$ cat src/rtl/crossroad_pkg.sv
// Shared lamp and state encodings for the crossroad traffic-light controller.
package crossroad_pkg;

  typedef enum logic [1:0] {
    RED    = 2'd0,
    YELLOW = 2'd1,
    GREEN  = 2'd2,
    OFF    = 2'd3
  } lamp_e;

  typedef enum logic [2:0] {
    ALLRED_A  = 3'd0,
    NS_GREEN  = 3'd1,
    NS_YELLOW = 3'd2,
    ALLRED_B  = 3'd3,
    EW_GREEN  = 3'd4,
    EW_YELLOW = 3'd5,
    NIGHT_ON  = 3'd6,
    NIGHT_OFF = 3'd7
  } state_e;

  function automatic int unsigned max2(input int unsigned a, input int unsigned b);
    return (a > b) ? a : b;
  endfunction

  function automatic lamp_e ns_lamp(input state_e s);
    lamp_e l;
    case (s)
      NS_GREEN:  l = GREEN;
      NS_YELLOW: l = YELLOW;
      NIGHT_ON:  l = YELLOW;
      NIGHT_OFF: l = OFF;
      default:   l = RED;
    endcase
    return l;
  endfunction

  function automatic lamp_e ew_lamp(input state_e s);
    lamp_e l;
    case (s)
      EW_GREEN:  l = GREEN;
      EW_YELLOW: l = YELLOW;
      NIGHT_ON:  l = YELLOW;
      NIGHT_OFF: l = OFF;
      default:   l = RED;
    endcase
    return l;
  endfunction

endpackage

$ cat src/rtl/tick_gen.sv
// Divides clk down to a registered one-cycle tick every DIV cycles.
module tick_gen #(
  parameter int unsigned DIV = 4
) (
  input  logic clk,
  input  logic res,
  output logic tick
);

  localparam int unsigned CNT_W = $clog2(DIV);

  logic [CNT_W-1:0] cnt_r;

  // Tick is registered one count early so it lands exactly DIV cycles after reset.
  always_ff @(posedge clk or posedge res) begin
    if (res) begin
      cnt_r <= {CNT_W{1'b0}};
      tick  <= 1'b0;
    end else begin
      tick  <= (cnt_r == CNT_W'(DIV - 2));
      if (cnt_r == CNT_W'(DIV - 1)) begin
        cnt_r <= {CNT_W{1'b0}};
      end else begin
        cnt_r <= cnt_r + {{(CNT_W-1){1'b0}}, 1'b1};
      end
    end
  end

endmodule

$ cat src/rtl/crossroad_light.sv
// Crossroad traffic-light controller with pedestrian walk phase and night blinking.
module crossroad_light
  import crossroad_pkg::*;
#(
  parameter int unsigned TICK_DIV    = 50000000,
  parameter int unsigned GREEN_S     = 21,
  parameter int unsigned YELLOW_S    = 3,
  parameter int unsigned ALLRED_S    = 2,
  parameter int unsigned PED_S       = 10,
  parameter int unsigned MIN_GREEN_S = 8
) (
  input  logic       clk,
  input  logic       res,
  input  logic       ped_req,
  input  logic       night,
  output logic [1:0] ns_light,
  output logic [1:0] ew_light,
  output logic       ped_walk,
  output logic [2:0] phase
);

  localparam int unsigned MAX_D = max2(max2(GREEN_S, YELLOW_S), max2(ALLRED_S, PED_S));
  localparam int unsigned CW    = $clog2(MAX_D) + 1;
  localparam logic [CW-1:0] GREEN_LAST  = CW'(GREEN_S - 1);
  localparam logic [CW-1:0] YELLOW_LAST = CW'(YELLOW_S - 1);
  localparam logic [CW-1:0] ALLRED_LAST = CW'(ALLRED_S - 1);
  localparam logic [CW-1:0] PED_LAST    = CW'(PED_S - 1);
  localparam logic [CW-1:0] MING_LAST   = CW'(MIN_GREEN_S - 1);

  if (TICK_DIV < 2 || GREEN_S < 1 || YELLOW_S < 1 || ALLRED_S < 1 || PED_S < 1 ||
      MIN_GREEN_S < 1 || MIN_GREEN_S > GREEN_S) begin : g_bad_cfg
    $error("crossroad_light: illegal timing parameters");
  end

  logic          tick_s;
  state_e        state_r, state_next_s;
  logic [CW-1:0] sec_cnt_r, sec_next_s, allred_last_s;
  logic          ped_pending_r, pending_next_s;
  logic          walk_r, walk_next_s;
  logic          change_s, enter_walk_s, accept_s;

  tick_gen #(.DIV(TICK_DIV)) u_tick (
    .clk  (clk),
    .res  (res),
    .tick (tick_s)
  );

  // Next-state selection; night is only honoured from the all-red clearances.
  always_comb begin
    state_next_s  = state_r;
    allred_last_s = walk_r ? PED_LAST : ALLRED_LAST;
    case (state_r)
      ALLRED_A, ALLRED_B: begin
        if (tick_s && night) begin
          state_next_s = NIGHT_ON;
        end else if (tick_s && sec_cnt_r == allred_last_s) begin
          state_next_s = (state_r == ALLRED_A) ? NS_GREEN : EW_GREEN;
        end else begin
          state_next_s = state_r;
        end
      end
      NS_GREEN, EW_GREEN: begin
        if (tick_s && (sec_cnt_r == GREEN_LAST ||
                       (ped_pending_r && sec_cnt_r >= MING_LAST))) begin
          state_next_s = (state_r == NS_GREEN) ? NS_YELLOW : EW_YELLOW;
        end else begin
          state_next_s = state_r;
        end
      end
      NS_YELLOW, EW_YELLOW: begin
        if (tick_s && sec_cnt_r == YELLOW_LAST) begin
          state_next_s = (state_r == NS_YELLOW) ? ALLRED_B : ALLRED_A;
        end else begin
          state_next_s = state_r;
        end
      end
      NIGHT_ON: begin
        if (tick_s) begin
          state_next_s = night ? NIGHT_OFF : ALLRED_A;
        end else begin
          state_next_s = state_r;
        end
      end
      NIGHT_OFF: begin
        if (tick_s) begin
          state_next_s = night ? NIGHT_ON : ALLRED_A;
        end else begin
          state_next_s = state_r;
        end
      end
      default: state_next_s = ALLRED_A;
    endcase
  end

  // Second counter, pending request and walk flag; a new press outranks the clear.
  always_comb begin
    change_s       = (state_next_s != state_r);
    enter_walk_s   = change_s && ped_pending_r &&
                     (state_next_s == ALLRED_A || state_next_s == ALLRED_B);
    accept_s       = ped_req && (state_r != NIGHT_ON) && (state_r != NIGHT_OFF);
    sec_next_s     = sec_cnt_r;
    pending_next_s = ped_pending_r;
    walk_next_s    = walk_r;
    if (change_s) begin
      sec_next_s  = {CW{1'b0}};
      walk_next_s = enter_walk_s;
    end else if (tick_s) begin
      sec_next_s  = sec_cnt_r + {{(CW-1){1'b0}}, 1'b1};
      walk_next_s = walk_r;
    end else begin
      sec_next_s  = sec_cnt_r;
      walk_next_s = walk_r;
    end
    if (accept_s) begin
      pending_next_s = 1'b1;
    end else if (enter_walk_s) begin
      pending_next_s = 1'b0;
    end else begin
      pending_next_s = ped_pending_r;
    end
  end

  // State and lamp registers; lamps follow the next state so they align with phase.
  always_ff @(posedge clk or posedge res) begin
    if (res) begin
      state_r       <= ALLRED_A;
      sec_cnt_r     <= {CW{1'b0}};
      ped_pending_r <= 1'b0;
      walk_r        <= 1'b0;
      ns_light      <= RED;
      ew_light      <= RED;
      ped_walk      <= 1'b0;
      phase         <= 3'd0;
    end else begin
      state_r       <= state_next_s;
      sec_cnt_r     <= sec_next_s;
      ped_pending_r <= pending_next_s;
      walk_r        <= walk_next_s;
      ns_light      <= ns_lamp(state_next_s);
      ew_light      <= ew_lamp(state_next_s);
      ped_walk      <= walk_next_s;
      phase         <= state_next_s;
    end
  end

endmodule

$ cat config.mk
export PLATFORM = sky130hd
export DESIGN_NAME = crossroad_light
export DESIGN_NICKNAME = d
export VERILOG_FILES = /design/src/rtl/crossroad_pkg.sv /design/src/rtl/tick_gen.sv /design/src/rtl/crossroad_light.sv
export SDC_FILE = /design/constraint.sdc
export NUM_CORES = 1
export LEC_CHECK = 0
export ABC_AREA = 0
export CAP_MARGIN = 40
export CORE_ASPECT_RATIO = 1.25
export CORE_UTILIZATION = 30
export DETAILED_ROUTE_END_ITERATION = 12
export SETUP_SLACK_MARGIN = 0.4
export SYNTH_ARGS = -nofsm -noshare
export SYNTH_HDL_FRONTEND = slang
export SYNTH_SLANG_ARGS = --single-unit
$ cat constraint.sdc
create_clock -name clk -period 3.18 [get_ports clk]
set_input_delay 0.636 -clock clk [delete_from_list [all_inputs] [get_ports clk]]
set_output_delay 0.636 -clock clk [all_outputs]
set_load 0.005 [all_outputs]
==> impl_metrics.csv, run 1 <==
group,metric,value,unit
layout,final_cell_mix,"42 x dfrtp_1, 31 x nor2_1, 20 x nand2_1",
worst_setup_path,cp-end-kind,"flop",
logic_synthesis,syn_inst,242,
route,via_per_inst,5.054,
sta,fin_setup_tns,0,ns
worst_setup_path,worstRegToRegCells,6,
sta,post-route-period-util,84.15,%
layout,syn2layout_area_growth,14.70,%
logic_synthesis,seq_area_frac_synth,45.55,%
min_path,holdPathEnd,"u_tick.cnt_r[6]",
global_routing,grt_usage,12.35,%
floorplan,dieHeight,100.1,µm
cts,clock_latency,0.28,ns
layout,layout.nets,267,
floorplan,die_area,8048,µm²
cts,cts_hold_buf,0,
layout,final_cells,350,
power_and_ir_drop,power,0.8970,mW
route,wl,4493,µm
sta,rsz0062_at_grt,"yes",
global_routing,globalRouteOverflowTotal,0,
placed_design,place_congestion,0.7530,
route,drc_errors,0,
logic_synthesis,ys_ff_latch,42,
global_routing,grt_start_max_net_pins,24,
route,wl_per_cell,12.84,µm
cts,cts_tree,"done",
worst_setup_path,arrival,2.86,ns
cts,cts_max_level,2,
layout,utilization,35.76,%
min_path,hold_class,"flop to flop",
worst_setup_path,start_kind,"flop",
run,cap_violations,0,
logic_synthesis,syn_avg_cell_area,9.534,µm²
sta,setup_viol_count_final,0,
route,via_count,1769,
logic_synthesis,synth_area_leader_cell,"dfrtp_1",
sta,period_minus_slack,2.676,ns
logic_synthesis,synthTopCellsByArea,"dfrtp_1 46%, xor2_1 6.5%, nor2_1 5.0%, xnor2_1 3.8%, ha_1 3.3%",
route,ant_nets,0,
floorplan,io_pins,12,
logic_synthesis,ys.warnings.count,0,
layout,layout_commonest_cell,"dfrtp_1",
cts,clockBufferDepth,2,
sta,fin_hold_ws,0.4967,ns
power_and_ir_drop,power_density,339.0,nW/µm²
sta,worst_slew_pin_slew,0.7300,ns
sta,slew_violations,0,
worst_setup_path,crit_path_start,"sec_cnt_r[2]",
power_and_ir_drop,total_leakage_power,1.139,nW
cts,cts_setup_buffers,0,
cts,cts_sinks,42,
cts,numCtsBuffers,5,
floorplan,start_util,31.17,%
worst_setup_path,r2r-start,"sec_cnt_r[2]",
global_routing,antenna_found_initial,0,
floorplan,num_rows,35,
sta,final_hold_viol_count,0,
worst_setup_path,worstPathRequired,3.36,ns
logic_synthesis,synth_nets,252,
layout,antennaDiodeCount,0,
placed_design,dpl.hpwl,3259,µm
worst_setup_path,worst-r2r-setup-slack,0.50,ns
sta,fmax,0.3737,GHz
placed_design,dp_cells,342,
worst_setup_path,worstPathMaxFanout,6,
logic_synthesis,synth_edf_count,0,
cts,path_clk_slew,0.08,ns
layout,drive_above_1_share,6.202,%
min_path,min_from,"u_tick.cnt_r[6]",
worst_setup_path,path_class,"flop to flop",
floorplan,coreArea,7401,µm²
global_routing,grt_pass1_wl,7935,µm
placed_design,pre_cts_ws,0.2807,ns
logic_synthesis,async_flop_share,100.0,%
global_routing,grt_pass1_vias,1782,
worst_setup_path,r2r-end,"walk_r",
logic_synthesis,synth_ff_type,"dfrtp_1",
route,drt_first_pass_iters,4,
floorplan,die_w,80.44,µm
logic_synthesis,yosysTopAreaCellShare,45.55,%
route,drt_first_iter_violations,55,
layout,nFillCells,741,
power_and_ir_drop,irDropWorstVdd,0.2071,mV
cts,cts_root_buf,"clkbuf_8",
placed_design,io_buffers,11,
layout,final_cell_area,2646,µm²
placed_design,place_area,2542,µm²
logic_synthesis,synth_cell_types,47,
sta,fin_ws,0.5039,ns
outcome,outcome,"finished, final reports clean",
sta,fin_worst_skew,0.003107,ns
sta,maxSlewHeadroom,51.03,%
cts,cts_resized,0,
logic_synthesis,synthesis.area,2307,µm²
min_path,whs_path_depth,1,
-- flip-flops by register name (all words and copies together) (netlist names) --
name           count
sec_cnt_r          6
u_tick.cnt_r      26
ns_light           2
u_tick.tick        1
ew_light           2
state_r            3
ped_pending_r      1
walk_r             1
-- Yosys cell counts (all sizes together) (5+ instances only) --
master  count
nand4       8
nor3        5
xor2       17
a21oi       5
clkbuf      6
inv         7
nand2      20
nor2       31
ha          6
xnor2      10
o21ai       9
dfrtp      42
nand2b      7
nand3      13
nor4        7
and3        7
-- metal layers --
metal	GRT usage, %	routed length [µm]	vias up
met5	0	0	-
met4	3.709	46	0
met3	3.091	114	6
met2	21.38	2219	19
met1	14.95	2112	850
li1	-	-	894
-- report_power, final --
| part | total [mW] | internal (mW) | switching (mW) | leakage, nW |
|---|---|---|---|---|
| Clock | 0.347 | 0.175 | 0.171 | 0.0482 |
| Combinational | 0.0168 | 0.00468 | 0.0122 | 0.555 |
| Sequential | 0.534 | 0.534 | 0.0000000000000000843 | 0.536 |
-- cell type report --
type                    instances  area, µm²  area share [%]
clock buffers                   7      86.33           3.262
clock inverters                 1      5.005          0.1891
inverters                       7      26.28          0.9929
multi-input cells             185       1215           45.91
flip-flops and latches         42       1051           39.72
well taps                      92      115.1           4.350
repair buffers                 16      147.6           5.579
-- logic make-up (layout without fill, tap and decap cells) --
logic type	count (synthesis)	count (layout)	share of synthesized area, %
AND/OR/NAND/NOR	114	114	25.71
flip-flops	42	42	45.55
AO/OA/AOI/OAI	36	36	11.77
XOR/XNOR	27	27	10.25
buffers and inverters	15	31	2.603
adder cells (fa/ha/maj)	6	6	3.254
multiplexers	2	2	0.8677
-- how the worst max path moves through the flow --
stage	end	slack (ns)	cells after the start
floorplan	walk_r	0.67	6
global placement	ped_pending_r	0.33	7
detailed placement	ped_pending_r	0.28	7
CTS	walk_r	0.46	6
global route	walk_r	0.40	6
finish	walk_r	0.50	6
-- critical path: stages, from the launching register on --
cell,delay (ns)
dfrtp_1,0.44
or4b_1,0.61
o2111a_1,0.27
a311o_1,0.34
a2111o_1,0.41
xor2_1,0.22
o41ai_2,0.28
(Power assumes the default switching activity.)
==> run 2: changes to the inputs <==
clock period = 2.45 ns   (was 3.18 ns; I/O delays follow)
==> impl_metrics.csv, run 2 (synthesized netlist as in run 1, its figures left out) <==
group,metric,value,unit
outcome,outcome,"complete, but fails checks",
outcome,violations,"negative setup slack",
worst_setup_path,start_kind,"flop",
route,drt_first_iter_violations,70,
layout,largest_register_ffs,26,
min_path,min_from,"u_tick.cnt_r[24]",
floorplan,io_pins,12,
cts,clockBufferDepth,2,
placed_design,place_congestion,0.7701,
sta,fin_ws,-0.008624,ns
worst_setup_path,r2r-end,"ped_pending_r",
cts,path_clk_slew,0.08,ns
sta,slew_violations,0,
power_and_ir_drop,irDropWorstVdd,0.3051,mV
layout,final_cell_mix,"41 x dfrtp_1, 31 x nor2_1, 27 x buf_4",
sta,fmax,0.4067,GHz
cts,numCtsBuffers,5,
power_and_ir_drop,total_leakage_power,1.298,nW
route,wl_per_cell,13.08,µm
sta,fin_worst_skew,0.007065,ns
route,drc_errors,0,
floorplan,die_area,8048,µm²
sta,post-route-period-util,100.4,%
sta,final_hold_viol_count,0,
cts,cts_root_buf,"clkbuf_8",
floorplan,start_util,31.17,%
global_routing,grt_pass1_wl,8452,µm
layout,multi_input_area,1271,µm²
power_and_ir_drop,power,1.250,mW
route,wl,4879,µm
worst_setup_path,worstPathMaxFanout,3,
cts,clock_latency,0.29,ns
worst_setup_path,worst-r2r-setup-slack,-0.009,ns
min_path,whs_path_depth,1,
floorplan,die_w,80.44,µm
worst_setup_path,crit_path_max_incr_delay,0.55,ns
layout,drive_above_1_share,17.44,%
route,via_per_inst,5.137,
worst_setup_path,path_class,"flop to flop",
run,cap_violations,0,
sta,rsz0062_at_grt,"yes",
worst_setup_path,worstPathRequired,2.62,ns
layout,final_cell_area,2898,µm²
sta,worst_slew_pin_slew,0.5101,ns
min_path,hold_class,"flop to flop",
placed_design,place_area,2690,µm²
global_routing,grt_start_max_net_pins,43,
route,drt_first_pass_iters,4,
floorplan,dieHeight,100.1,µm
sta,setup_viol_count_final,2,
cts,cts_tree,"done",
worst_setup_path,arrival,2.63,ns
layout,nFillCells,739,
cts,cts_max_level,2,
worst_setup_path,r2r-start,"sec_cnt_r[5]",
route,via_count,1916,
layout,seqCellArea,1052,µm²
sta,period_minus_slack,2.459,ns
worst_setup_path,crit_family,"compound AO/OA/AOI/OAI gates",
global_routing,grt_pass1_vias,1922,
cts,cts_sinks,42,
global_routing,globalRouteOverflowTotal,0,
layout,antennaDiodeCount,0,
worst_setup_path,cp_cell_sequence,"or4b_4 > o2111a_1 > a311o_1 > a2111o_1 > buf_4 > mux2i_1 > o211ai_1",
layout,syn2layout_area_growth,25.60,%
placed_design,io_buffers,11,
layout,layout.nets,290,
worst_setup_path,worstRegToRegCells,7,
power_and_ir_drop,power_density,431.4,nW/µm²
placed_design,dpl.hpwl,3496,µm
worst_setup_path,cp_slowest_cell,"or4b_4",
layout,utilization,39.15,%
worst_setup_path,cp-end-kind,"flop",
cts,cts_hold_buf,0,
layout,top_regs,"u_tick.cnt_r x26, sec_cnt_r x6, state_r x3",
route,ant_nets,0,
sta,fin_setup_tns,-0.01263,ns
sta,maxSlewHeadroom,65.56,%
layout,layout_commonest_cell,"dfrtp_1",
min_path,holdPathEnd,"u_tick.cnt_r[24]",
floorplan,coreArea,7401,µm²
global_routing,grt_usage,13.39,%
floorplan,num_rows,35,
worst_setup_path,cp_num_buf_inv,1,
layout,top_register,"u_tick.cnt_r",
global_routing,antenna_found_initial,0,
-- run 2: cell count changes in the layout (fill, tap and decap cells not counted), sizes merged --
cell | before | now
clkbuf | 7 | 5
bufinv | 0 | 1
clkinv | 2 | 3
buf | 5 | 28
-- run 2: what timing repair did --
action,in CTS,in global routing
cloned,0,0
gates resized for setup,5,6
setup buffers,2,4
pin swaps,1,3
setup endpoints to repair,13,16
-- run 2: worst max-delay path by stage --
stage	from	endpoint	slack [ns]	cells after the start
global route	sec_cnt_r[5]	ped_pending_r	-0.05	7
detailed placement	night	ped_pending_r	-0.09	7
global placement	night	ped_pending_r	-0.06	7
CTS	sec_cnt_r[5]	walk_r	0.03	6
finish	sec_cnt_r[5]	ped_pending_r	-0.009	7
floorplan	sec_cnt_r[5]	walk_r	0.06	6
-- run 2: metrics by stage --
step	hold slack, ns	instances	setup slack, ns
6_report	0.4967	373	-0.008624
5_1_grt	0.5209	373	-0.04570
4_1_cts	0.4996	369	0.02727
3_5_place_dp	0.4830	359	-0.08855
3_3_place_gp	0.4736	359	-0.05865
2_1_floorplan	0.4539	242	0.06114
-- run 2: worst register-to-register path: cells and delay by family (launching register included) --
kind	cells	cell delay (ns)
compound gates	4	1.08
simple gates	1	0.55
flops	1	0.40
buf+inv	1	0.17
mux	1	0.14
-- run 2: cell type report --
class                      instances  area share, %
tap                               92          3.972
clock buffer                       5          2.375
timing repair buffer              39          11.18
sequential                        42          36.31
multi-input combinational        185          43.87
clock inverter                     3          1.382
inverter                           7         0.9067
-- run 2: per-layer routing --
layer / global-route usage [%] / part of all wire, % / routed length (µm)
met5: 0 / 0 / 0
met4: 5.769 / 2.0 / 96
met3: 2.818 / 2.3 / 110
met2: 24.19 / 53 / 2605
met1: 14.91 / 42 / 2066
-- run 2: report_power, final --
group	internal (mW)	switching, mW	total (mW)
registers	0.692	0.000000000000000113	0.692
logic	0.00711	0.0161	0.0232
clock network	0.300	0.234	0.534
total	1.00	0.251	1.25
